[src/rtl/ecpeta_error_monitor_if.sv]
// Sample stream into the ECPETA error monitor: operands, approximate sum and valid/ready.
interface ecpeta_error_monitor_if #(
    parameter int unsigned N = 16
);
    logic         in_valid;
    logic         in_ready;
    logic [N-1:0] a;
    logic [N-1:0] b;
    logic [N-1:0] sum_approx;

    // Producer side: the adder harness driving samples.
    modport master (
        output in_valid,
        output a,
        output b,
        output sum_approx,
        input  in_ready
    );

    // Consumer side: the error monitor.
    modport slave (
        input  in_valid,
        input  a,
        input  b,
        input  sum_approx,
        output in_ready
    );
endinterface

[src/rtl/ecpeta_error_monitor.sv]
// Error-statistics collector for the ECPETA approximate adder: accepts
// (a, b, sum_approx) samples, measures error distance against the exact
// N-bit sum and accumulates count / error count / ED sum / ED max.
module ecpeta_error_monitor #(
    parameter int unsigned N     = 16,
    parameter int unsigned K     = 8,
    parameter int unsigned CNT_W = 32,
    parameter int unsigned ACC_W = 48
) (
    input  logic                 clk,
    input  logic                 rst_n,
    input  logic                 start,
    input  logic                 stop,
    ecpeta_error_monitor_if.slave smp,
    output logic [CNT_W-1:0]     sample_count,
    output logic [CNT_W-1:0]     err_count,
    output logic [ACC_W-1:0]     ed_sum,
    output logic [N-1:0]         ed_max,
    output logic [N-1:0]         last_ed,
    output logic                 sat,
    output logic                 busy,
    output logic                 done
);

    // K only describes the adder under test; reject nonsensical configurations.
    if (K > N) begin : g_k_range
        $error("ecpeta_error_monitor: K must not exceed N");
    end

    typedef enum logic [1:0] {
        S_IDLE  = 2'd0,
        S_RUN   = 2'd1,
        S_DRAIN = 2'd2,
        S_DONE  = 2'd3
    } state_t;

    state_t state;
    state_t state_n;

    logic                 accept_c;
    logic [N-1:0]         exact_c;
    logic signed [N:0]    diff_c;
    logic [N-1:0]         ed_c;

    logic                 s1_valid;
    logic [N-1:0]         s1_ed;

    logic                 err_hit_c;
    logic                 cnt_ovf_c;
    logic                 err_ovf_c;
    logic [ACC_W:0]       sum_ext_c;
    logic                 sum_ovf_c;

    // A start cycle never accepts: it invalidates the pipeline instead.
    assign accept_c = smp.in_valid && smp.in_ready && !start;

    // Error distance: carry-out of the exact sum is dropped, magnitude of the signed difference.
    always_comb begin
        exact_c = smp.a + smp.b;
        diff_c  = $signed({1'b0, exact_c}) - $signed({1'b0, smp.sum_approx});
        ed_c    = diff_c[N] ? N'(-diff_c) : N'(diff_c);
    end

    // State register.
    always_ff @(posedge clk or negedge rst_n) begin
        if (!rst_n) begin
            state <= S_IDLE;
        end else begin
            state <= state_n;
        end
    end

    // Next-state logic; start overrides everything, including a simultaneous stop.
    always_comb begin
        state_n = state;
        unique case (state)
            S_IDLE:  state_n = S_IDLE;
            S_RUN:   if (stop) state_n = S_DRAIN;
            S_DRAIN: if (!s1_valid) state_n = S_DONE;
            S_DONE:  state_n = S_DONE;
            default: state_n = S_IDLE;
        endcase
        if (start) begin
            state_n = S_RUN;
        end
    end

    // Registered status outputs, aligned with the state after each edge.
    always_ff @(posedge clk or negedge rst_n) begin
        if (!rst_n) begin
            smp.in_ready <= 1'b0;
            busy         <= 1'b0;
            done         <= 1'b0;
        end else begin
            smp.in_ready <= (state_n == S_RUN);
            busy         <= (state_n == S_RUN) || (state_n == S_DRAIN);
            done         <= (state_n == S_DONE);
        end
    end

    // Stage 1: hold the error distance of the accepted sample.
    always_ff @(posedge clk or negedge rst_n) begin
        if (!rst_n) begin
            s1_valid <= 1'b0;
            s1_ed    <= '0;
        end else if (start) begin
            s1_valid <= 1'b0;
        end else begin
            s1_valid <= accept_c;
            if (accept_c) begin
                s1_ed <= ed_c;
            end
        end
    end

    // Saturation detection for the commit of stage 1.
    always_comb begin
        err_hit_c = (s1_ed != '0);
        cnt_ovf_c = &sample_count;
        err_ovf_c = err_hit_c && (&err_count);
        sum_ext_c = {1'b0, ed_sum} + (ACC_W + 1)'(s1_ed);
        sum_ovf_c = sum_ext_c[ACC_W];
    end

    // Stage 2: commit to the statistics with clamping counters.
    always_ff @(posedge clk or negedge rst_n) begin
        if (!rst_n) begin
            sample_count <= '0;
            err_count    <= '0;
            ed_sum       <= '0;
            ed_max       <= '0;
            last_ed      <= '0;
            sat          <= 1'b0;
        end else if (start) begin
            sample_count <= '0;
            err_count    <= '0;
            ed_sum       <= '0;
            ed_max       <= '0;
            last_ed      <= '0;
            sat          <= 1'b0;
        end else if (s1_valid) begin
            if (!cnt_ovf_c) begin
                sample_count <= sample_count + CNT_W'(1);
            end
            if (err_hit_c && !err_ovf_c) begin
                err_count <= err_count + CNT_W'(1);
            end
            ed_sum  <= sum_ovf_c ? {ACC_W{1'b1}} : sum_ext_c[ACC_W-1:0];
            ed_max  <= (s1_ed > ed_max) ? s1_ed : ed_max;
            last_ed <= s1_ed;
            if (cnt_ovf_c || err_ovf_c || sum_ovf_c) begin
                sat <= 1'b1;
            end
        end
    end

endmodule

[src/flat_wrapper.sv]
// flat-port wrapper written by rule: the top's interface ports become plain ports
module ecpeta_error_monitor_flat 
#(
    parameter int unsigned N     = 16,
    parameter int unsigned K     = 8,
    parameter int unsigned CNT_W = 32,
    parameter int unsigned ACC_W = 48
)
  (clk, rst_n, start, stop, sample_count, err_count, ed_sum, ed_max, last_ed, sat, busy, done, smp_in_valid, smp_a, smp_b, smp_sum_approx, smp_in_ready);
  ecpeta_error_monitor_if #(.N(N)) smp_i ();
  input  logic clk;
  input  logic rst_n;
  input  logic start;
  input  logic stop;
  output logic [CNT_W-1:0] sample_count;
  output logic [CNT_W-1:0] err_count;
  output logic [ACC_W-1:0] ed_sum;
  output logic [N-1:0] ed_max;
  output logic [N-1:0] last_ed;
  output logic sat;
  output logic busy;
  output logic done;
  input wire logic [$bits(smp_i.in_valid)-1:0] smp_in_valid;
  input wire logic [$bits(smp_i.a)-1:0] smp_a;
  input wire logic [$bits(smp_i.b)-1:0] smp_b;
  input wire logic [$bits(smp_i.sum_approx)-1:0] smp_sum_approx;
  output wire logic [$bits(smp_i.in_ready)-1:0] smp_in_ready;
  assign smp_i.in_valid = smp_in_valid;
  assign smp_i.a = smp_a;
  assign smp_i.b = smp_b;
  assign smp_i.sum_approx = smp_sum_approx;
  assign smp_in_ready = smp_i.in_ready;
  ecpeta_error_monitor #(.N(N), .K(K), .CNT_W(CNT_W), .ACC_W(ACC_W)) u_core (.clk(clk), .rst_n(rst_n), .start(start), .stop(stop), .smp(smp_i), .sample_count(sample_count), .err_count(err_count), .ed_sum(ed_sum), .ed_max(ed_max), .last_ed(last_ed), .sat(sat), .busy(busy), .done(done));
endmodule
[config.mk]
export PLATFORM = sky130hd
export DESIGN_NAME = ecpeta_error_monitor_flat
export DESIGN_NICKNAME = d
export VERILOG_FILES = /design/src/rtl/ecpeta_error_monitor_if.sv /design/src/rtl/ecpeta_error_monitor.sv /design/src/flat_wrapper.sv
export SDC_FILE = /design/constraint.sdc
export NUM_CORES = 1
export LEC_CHECK = 0
export BUFFER_PORTS_ARGS = -buffer_cell sky130_fd_sc_hd__buf_2
export CORE_MARGIN = 4
export CORE_UTILIZATION = 55
export DETAILED_ROUTE_END_ITERATION = 8
export PLACE_DENSITY = 0.77
export SYNTH_ARGS = -nofsm -noshare
export SYNTH_HDL_FRONTEND = slang
export SYNTH_SLANG_ARGS = --single-unit
[constraint.sdc]
create_clock -name clk -period 7.1 [get_ports clk]
set_input_delay 0.355 -clock clk [delete_from_list [all_inputs] [get_ports clk]]
set_output_delay 0.355 -clock clk [all_outputs]
set_load 0.05 [all_outputs]
==> flow_summary_export.csv, run 1 <==
group,metric,value,unit
routing,via_count,9377,
clocking,htreeDepth,4,
routing,drt_first_pass_iters,5,
routing,via_per_inst,5.697,
floorplan,start_util,56.58,%
place,dpl_worst_slack,2.508,ns
synth,synth_edf_count,0,
critical_path,rrSetupSlack,3.51,ns
critical_path,crit_type,"in -> reg",
critical_path,path_cells,"buf_2 -> ha_1 -> inv_1 -> fa_1 -> nor2b_1 -> o21ai_0 -> a21boi_0 -> o21ai_0 -> nor2b_1 -> xnor2_1 -> ha_1 -> or4_1 -> o21a_1 -> o41ai_2 -> o21ai_2 -> a311o_1 -> xor2_1 -> o41ai_2 -> xnor3_1 -> o21ai_1",
synth,synth_nets,1317,
flow_run,maxCapViolCount,0,
sta,period_needed,4.149,ns
synth,synth_area_per_cell,8.961,sq um
critical_path,crit_required,7.44,ns
routing,drt-initial-drc-count,703,
clocking,cts_tree,"built",
routing,post_drt_wl_per_cell,16.43,um
critical_path,arrival,4.49,ns
grt,grt_start_max_net_pins,100,
floorplan,rows,50,
place,numPortBuffers,200,
clocking,clk_pin_slew,0.07,ns
sta,tightestPinTransition,1.133,ns
floorplan,die-area,21730,sq um
floorplan,die_y,147.4,um
sta,finalClockSkew,0.01097,ns
synth,yosysWarningCount,0,
pwr,p_clk_share,27.8,%
synth,async_flop_share,100.0,%
critical_path,timing.rr.end,"u_core.ed_sum[45]$_DFFE_PN0P_",
clocking,cts_resized,0,
grt,antenna_found_initial,0,
sta,layout_setup_ws,2.951,ns
critical_path,critical_path.top_delay_family,"compound AO/OA/AOI/OAI gates",
pwr,intPower,1.946,mW
clocking,numCtsBuffers,17,
synth,synthCells,1193,
clocking,post_cts_buffers,0,
critical_path,worstPathMaxFanout,9,
synth,ys_ff_latch,167,
pwr,p_comb_share,35.1,%
clocking,cts-root-buf,"clkbuf_16",
place,hpwlAfterDp,19690,um
synth,ys_types,76,
clocking,cts_hold_buf,0,
clocking,insertion_delay,0.43,ns
finish,layout.nets,1497,
synth,ys_dominant_reg_cell,"dfrtp_1",
routing,drc,0,
grt,grt_pass1_vias,8822,
place,place_congestion,0.8565,
sta,hold_ws,0.005303,ns
sta,drv_slew,0,
synth,syn_area,10690,sq um
pwr,p_sw_share,38.37,%
critical_path,worstReg2RegStart,"u_core.s1_ed[0]$_DFFE_PN0P_",
critical_path,start_kind,"input pin",
grt,overflow,0,
grt,grt_use_total,24.60,%
critical_path,critPathMaxStageDelay,0.54,ns
clocking,cts.sinks,167,
pwr,powerDensity,253.6,nW/um^2
sta,slew_headroom,24.49,%
pwr,switchingPower,1.212,mW
run_status,status,"finished clean",
sta,grt_setup_unrepaired,"false",
pwr,p_seq_share,37.1,%
critical_path,crit_path_top_delay_cell,"or4_1",
critical_path,worst_r2r_path_depth,11,
floorplan,ios,201,
clocking,clockBufferDepth,2,
grt,grt_pass1_wl,43960,um
finish,areaGrowthSynthToFinish,16.49,%
pwr,cellLeakagePower,6.145,nW
floorplan,core_region_area,18890,sq um
critical_path,path_buf_inv,2,
finish,antenna_cells,0,
sta,setup_tns,0,ns
synth,yosysSeqAreaShare,39.09,%
finish,final_core_util,65.91,%
sta,fmax,241.0,MHz
hold_path,hold_class,"in -> async",
sta,finalSetupViolCount,0,
sta,finalHoldViolations,0,
finish,drive_above_1_share,18.83,%
critical_path,end_kind,"flop",
sta,period_share,58.44,%
floorplan,die_width,147.4,um
pwr,vdd_ir_drop_max,0.1468,mV
routing,drtAntennaViolNets,0,
routing,wl,27040,um
==> cell type report <==
cell class,count,area [sq um]
multi-input combinational,921,6106
timing repair buffer,208,1070
clock buffer,18,429.2
tap,260,325.3
fill,1601,6440
inverter,58,217.7
clock inverter,14,125.1
sequential,167,4180
==> cell usage after synthesis, types with 3 or more instances <==
master	count	area (sq um)
a211oi_1	7	52.55
a21o_1	17	127.6
a21oi_1	54	270.3
a311oi_1	20	175.2
a31oi_1	8	50.05
a41oi_1	5	43.79
and2_1	8	50.05
and3_1	25	156.4
and4_1	9	78.83
buf_2	3	15.01
clkbuf_1	40	150.1
dfrtp_1	167	4179
fa_1	3	60.06
ha_1	68	850.8
inv_1	57	214.0
mux2i_1	44	440.4
nand2_1	122	457.9
nand2b_1	14	87.58
nand3_1	50	250.2
nand3b_1	3	22.52
nand4_1	26	162.7
nor2_1	143	536.8
nor2b_1	11	68.82
nor3_1	29	145.1
nor4_1	8	50.05
o211a_1	4	40.04
o211ai_1	3	22.52
o21a_1	10	75.07
o21ai_0	44	220.2
o21ai_1	6	30.03
o21bai_1	7	52.55
o22ai_1	4	25.02
o31ai_1	3	22.52
or2_2	5	31.28
or3_1	9	56.30
xnor2_1	42	367.9
xor2_1	65	569.3
==> layer usage <==
layer  up-vias  part of all wire (%)  track usage [%]
met5         -                     0                0
met4         0                   2.0            8.388
met3        33                   5.4            4.169
met2       290                    49            41.27
met1      4491                    44            32.55
li1       4563                     -                -
==> sequential cells by signal, summed over array words and instances, names as in the netlist <==
signal               flops
u_core.ed_max           16
u_core.s1_valid          1
u_core.ed_sum           48
u_core.smp.in_ready      1
u_core.err_count        32
u_core.busy              1
u_core.last_ed          16
u_core.done              1
u_core.s1_ed            16
u_core.sat               1
u_core.state             2
u_core.sample_count     32
==> power groups by stage <==
| stage | Combinational, mW | Clock, mW | Sequential, mW |
|---|---|---|---|
| 6_report | 1.11 | 0.879 | 1.17 |
| 5_1_grt | 1.24 | 0.942 | 1.18 |
| 4_1_cts | 1.11 | 0.895 | 1.17 |
| 3_5_place_dp | 1.09 | 0 | 1.19 |
| 3_3_place_gp | 1.06 | 0 | 1.19 |
| 2_1_floorplan | 0.757 | 0 | 1.23 |
==> cell families (layout without fill, tap and decap cells) <==
group           count (synthesis)  after routing  share of synthesized area (%)
xor+xnor                      108            108                          8.977
buf+inv                       105            298                          3.827
simple gates                  477            477                          21.44
flops                         167            167                          39.09
mux                            45             45                          4.225
fa+ha+maj                      71             71                          8.521
compound gates                220            220                          13.92
==> how the worst max path moves through the flow <==
stage | startpoint | end | slack [ns] | depth (start not counted)
3_5_place_dp | smp_b[0] | u_core.s1_ed[14]$_DFFE_PN0P_ | 2.51 | 20
6_report | smp_b[0] | u_core.s1_ed[15]$_DFFE_PN0P_ | 2.95 | 20
5_1_grt | smp_b[0] | u_core.s1_ed[14]$_DFFE_PN0P_ | 2.60 | 20
2_1_floorplan | smp_b[0] | u_core.s1_ed[15]$_DFFE_PN0P_ | 2.96 | 20
3_3_place_gp | smp_b[0] | u_core.s1_ed[15]$_DFFE_PN0P_ | 2.64 | 20
4_1_cts | smp_b[0] | u_core.s1_ed[15]$_DFFE_PN0P_ | 2.93 | 20
==> per-stage QoR <==
step / area (sq um) / std cells / power, mW
2_1_floorplan: 10690 / 1193 / 1.985
3_3_place_gp: 11900 / 1614 / 2.248
3_5_place_dp: 11900 / 1614 / 2.285
4_1_cts: 12450 / 1646 / 3.174
5_1_grt: 12450 / 1646 / 3.360
6_report: 12450 / 1646 / 3.158
==> cell usage in the layout, fill, tap and decap left out, types with 44 or more instances in the layout <==
master	Yosys	routed
a21oi_1	54	54
buf_2	3	198
dfrtp_1	167	166
ha_1	68	68
inv_1	57	57
mux2i_1	44	44
nand2_1	122	122
nand3_1	50	50
nor2_1	143	143
o21ai_0	44	44
xor2_1	65	65
Note: power is estimated with default switching activity, not from simulation.
==> run 2, diff against run 1 <==
- CORE_UTILIZATION: 55 -> 51
- PLACE_DENSITY: 0.77 -> 0.75
- clock period: 7.1 -> 3.8 ns (I/O delays scaled with it)
==> run 2 against run 1 <==
Combinational power increased by 110%. Setup slack worse by 2.7 ns. Sequential power rose by 84%. Utilization decreased by 2.7 points.
==> flow_summary_export.csv, run 2 (synthesized netlist as in run 1, its figures left out) <==
group,metric,value,unit
run_status,status,"finished clean",
finish,stdcell_area,12900,sq um
sta,setup_tns,0,ns
clocking,cts_tree,"built",
place,place_congestion,0.8749,
finish,fillers,1735,
grt,grt_use_total,23.14,%
finish,largest_register_ffs,48,
grt,grt_pass1_vias,9139,
finish,top_register,"u_core.ed_sum",
pwr,vdd_ir_drop_max,0.3492,mV
grt,overflow,0,
clocking,htreeDepth,4,
floorplan,die_y,152.8,um
clocking,numCtsBuffers,17,
critical_path,crit_required,4.16,ns
floorplan,die-area,23340,sq um
floorplan,core_region_area,20430,sq um
routing,post_drt_wl_per_cell,15.97,um
finish,regArea,4180,sq um
clocking,cts.sinks,167,
sta,hold_ws,0.1997,ns
grt,grt-busiest-layer,"met2",
place,hpwlAfterDp,19910,um
place,dpl_worst_slack,-0.2762,ns
routing,drtAntennaViolNets,0,
finish,final_common_cell,"buf_2",
sta,period_needed,3.539,ns
floorplan,start_util,52.33,%
finish,layout.nets,1541,
grt,antenna_found_initial,0,
floorplan,rows,52,
grt,grt.met3_usage,3.806,%
sta,tightestPinTransition,1.062,ns
critical_path,crit_type,"in -> reg",
finish,drive_above_1_share,21.89,%
floorplan,die_width,152.8,um
critical_path,arrival,3.90,ns
clocking,insertion_delay,0.43,ns
clocking,cts-root-buf,"clkbuf_16",
finish,mostFrequentLayoutCells,"198 x buf_2, 166 x dfrtp_1, 143 x nor2_1",
pwr,powerDensity,481.7,nW/um^2
sta,layout_setup_ws,0.2613,ns
routing,wl,27160,um
critical_path,worstPathMaxFanout,3,
routing,drt-initial-drc-count,581,
sta,drv_slew,0,
finish,areaGrowthSynthToFinish,20.72,%
routing,via_per_inst,5.610,
grt,grt_pass1_wl,45400,um
routing,drc,0,
sta,finalSetupViolCount,0,
critical_path,start_kind,"input pin",
critical_path,rrSetupSlack,0.60,ns
flow_run,maxCapViolCount,0,
place,numPortBuffers,200,
finish,top_regs,"u_core.ed_sum: 48 flops, u_core.err_count: 32 flops, u_core.sample_count: 32 flops",
routing,drt_first_pass_iters,5,
pwr,cellLeakagePower,6.399,nW
sta,finalClockSkew,0.009879,ns
routing,via_count,9542,
floorplan,ios,201,
finish,multi_input_area,6151,sq um
grt,gr-usage-met1,30.77,%
sta,fmax,282.6,MHz
clocking,clockBufferDepth,2,
sta,finalHoldViolations,0,
grt,grt_use_met2,38.74,%
sta,period_share,93.12,%
sta,slew_headroom,29.19,%
clocking,clk_pin_slew,0.06,ns
grt,grt_start_max_net_pins,99,
critical_path,end_kind,"flop",
hold_path,hold_class,"in -> reg",
place,placed_area,12230,sq um
[run 2: cell types whose count changed in the layout (fill, tap and decap cells not counted), sizes merged]
cell         delta
buf            +43
clkbuf          +2
bufinv          +1
clkinv          -1
clkinvlp        -1
diode           +1
dlygate4sd3     +1
inv             -1
[run 2: path summary, 6_finish.rpt]
path | endpoint | start | cells after the start
min in group asynchronous | u_core.sample_count[19]$_DFFE_PN0P_ | rst_n | 2
hold / removal | u_core.state[0]$_DFF_PN0_ | stop | 4
hold reg to reg | u_core.last_ed[3]$_DFFE_PN0P_ | u_core.last_ed[3]$_DFFE_PN0P_ | 2
setup / recovery | u_core.s1_ed[15]$_DFFE_PN0P_ | smp_b[0] | 20
max in group asynchronous | u_core.s1_ed[11]$_DFFE_PN0P_ | rst_n | 3
setup reg to reg | u_core.ed_sum[30]$_DFFE_PN0P_ | u_core.s1_ed[0]$_DFFE_PN0P_ | 11
[run 2: what timing repair did]
item | 4_1_cts | 5_1_grt
hold buffers | 1 | 0
gates resized for setup | 0 | 10
hold endpoints to repair | 97 | 0
endpoints found under the setup margin | 0 | 2
setup buffers | 0 | 2
[run 2: cell type report]
| cell class | count | share of cell area, % |
|---|---|---|
| multi-input cells | 921 | 47.66 |
| flip-flops and latches | 167 | 32.39 |
| repair buffers | 252 | 10.97 |
| clock buffers | 20 | 3.539 |
| well taps | 270 | 2.618 |
| inverters | 58 | 1.687 |
| clock inverters | 12 | 1.115 |
| diodes | 1 | 0.01939 |
[run 2: critical path: stages]
cell	delay, ns
buf_2	0.08
ha_1	0.15
inv_1	0.06
fa_2	0.33
nor2b_1	0.17
o21ai_2	0.09
a21boi_2	0.18
o21ai_2	0.11
nor2b_1	0.15
xnor2_1	0.12
ha_1	0.19
or4_1	0.52
o21a_1	0.13
o41ai_2	0.08
o21ai_2	0.16
xnor2_2	0.18
nand4_1	0.21
o41ai_2	0.39
xnor3_1	0.28
o21ai_1	0.12
[run 2: power breakdown]
part	internal, mW	total, mW	switching [mW]
Sequential	1.92	2.15	0.235
Combinational	0.970	2.31	1.34
Clock	1.01	1.75	0.739
Total	3.90	6.22	2.32
[run 2: metrics by stage]
step | utilization, % | instances | power [mW]
finish | 63.17 | 1701 | 6.216
global route | 63.16 | 1700 | 6.627
CTS | 62.86 | 1698 | 6.223
detailed placement | 59.87 | 1665 | 4.451
global placement | 59.87 | 1665 | 4.390
floorplan | - | 1193 | 3.709
[run 2: routing by layer]
layer / vias to the layer above / part of all wire (%)
met5: - / 0
met4: 0 / 2.2
met3: 38 / 5.8
met2: 281 / 48
met1: 4553 / 44
li1: 4670 / -
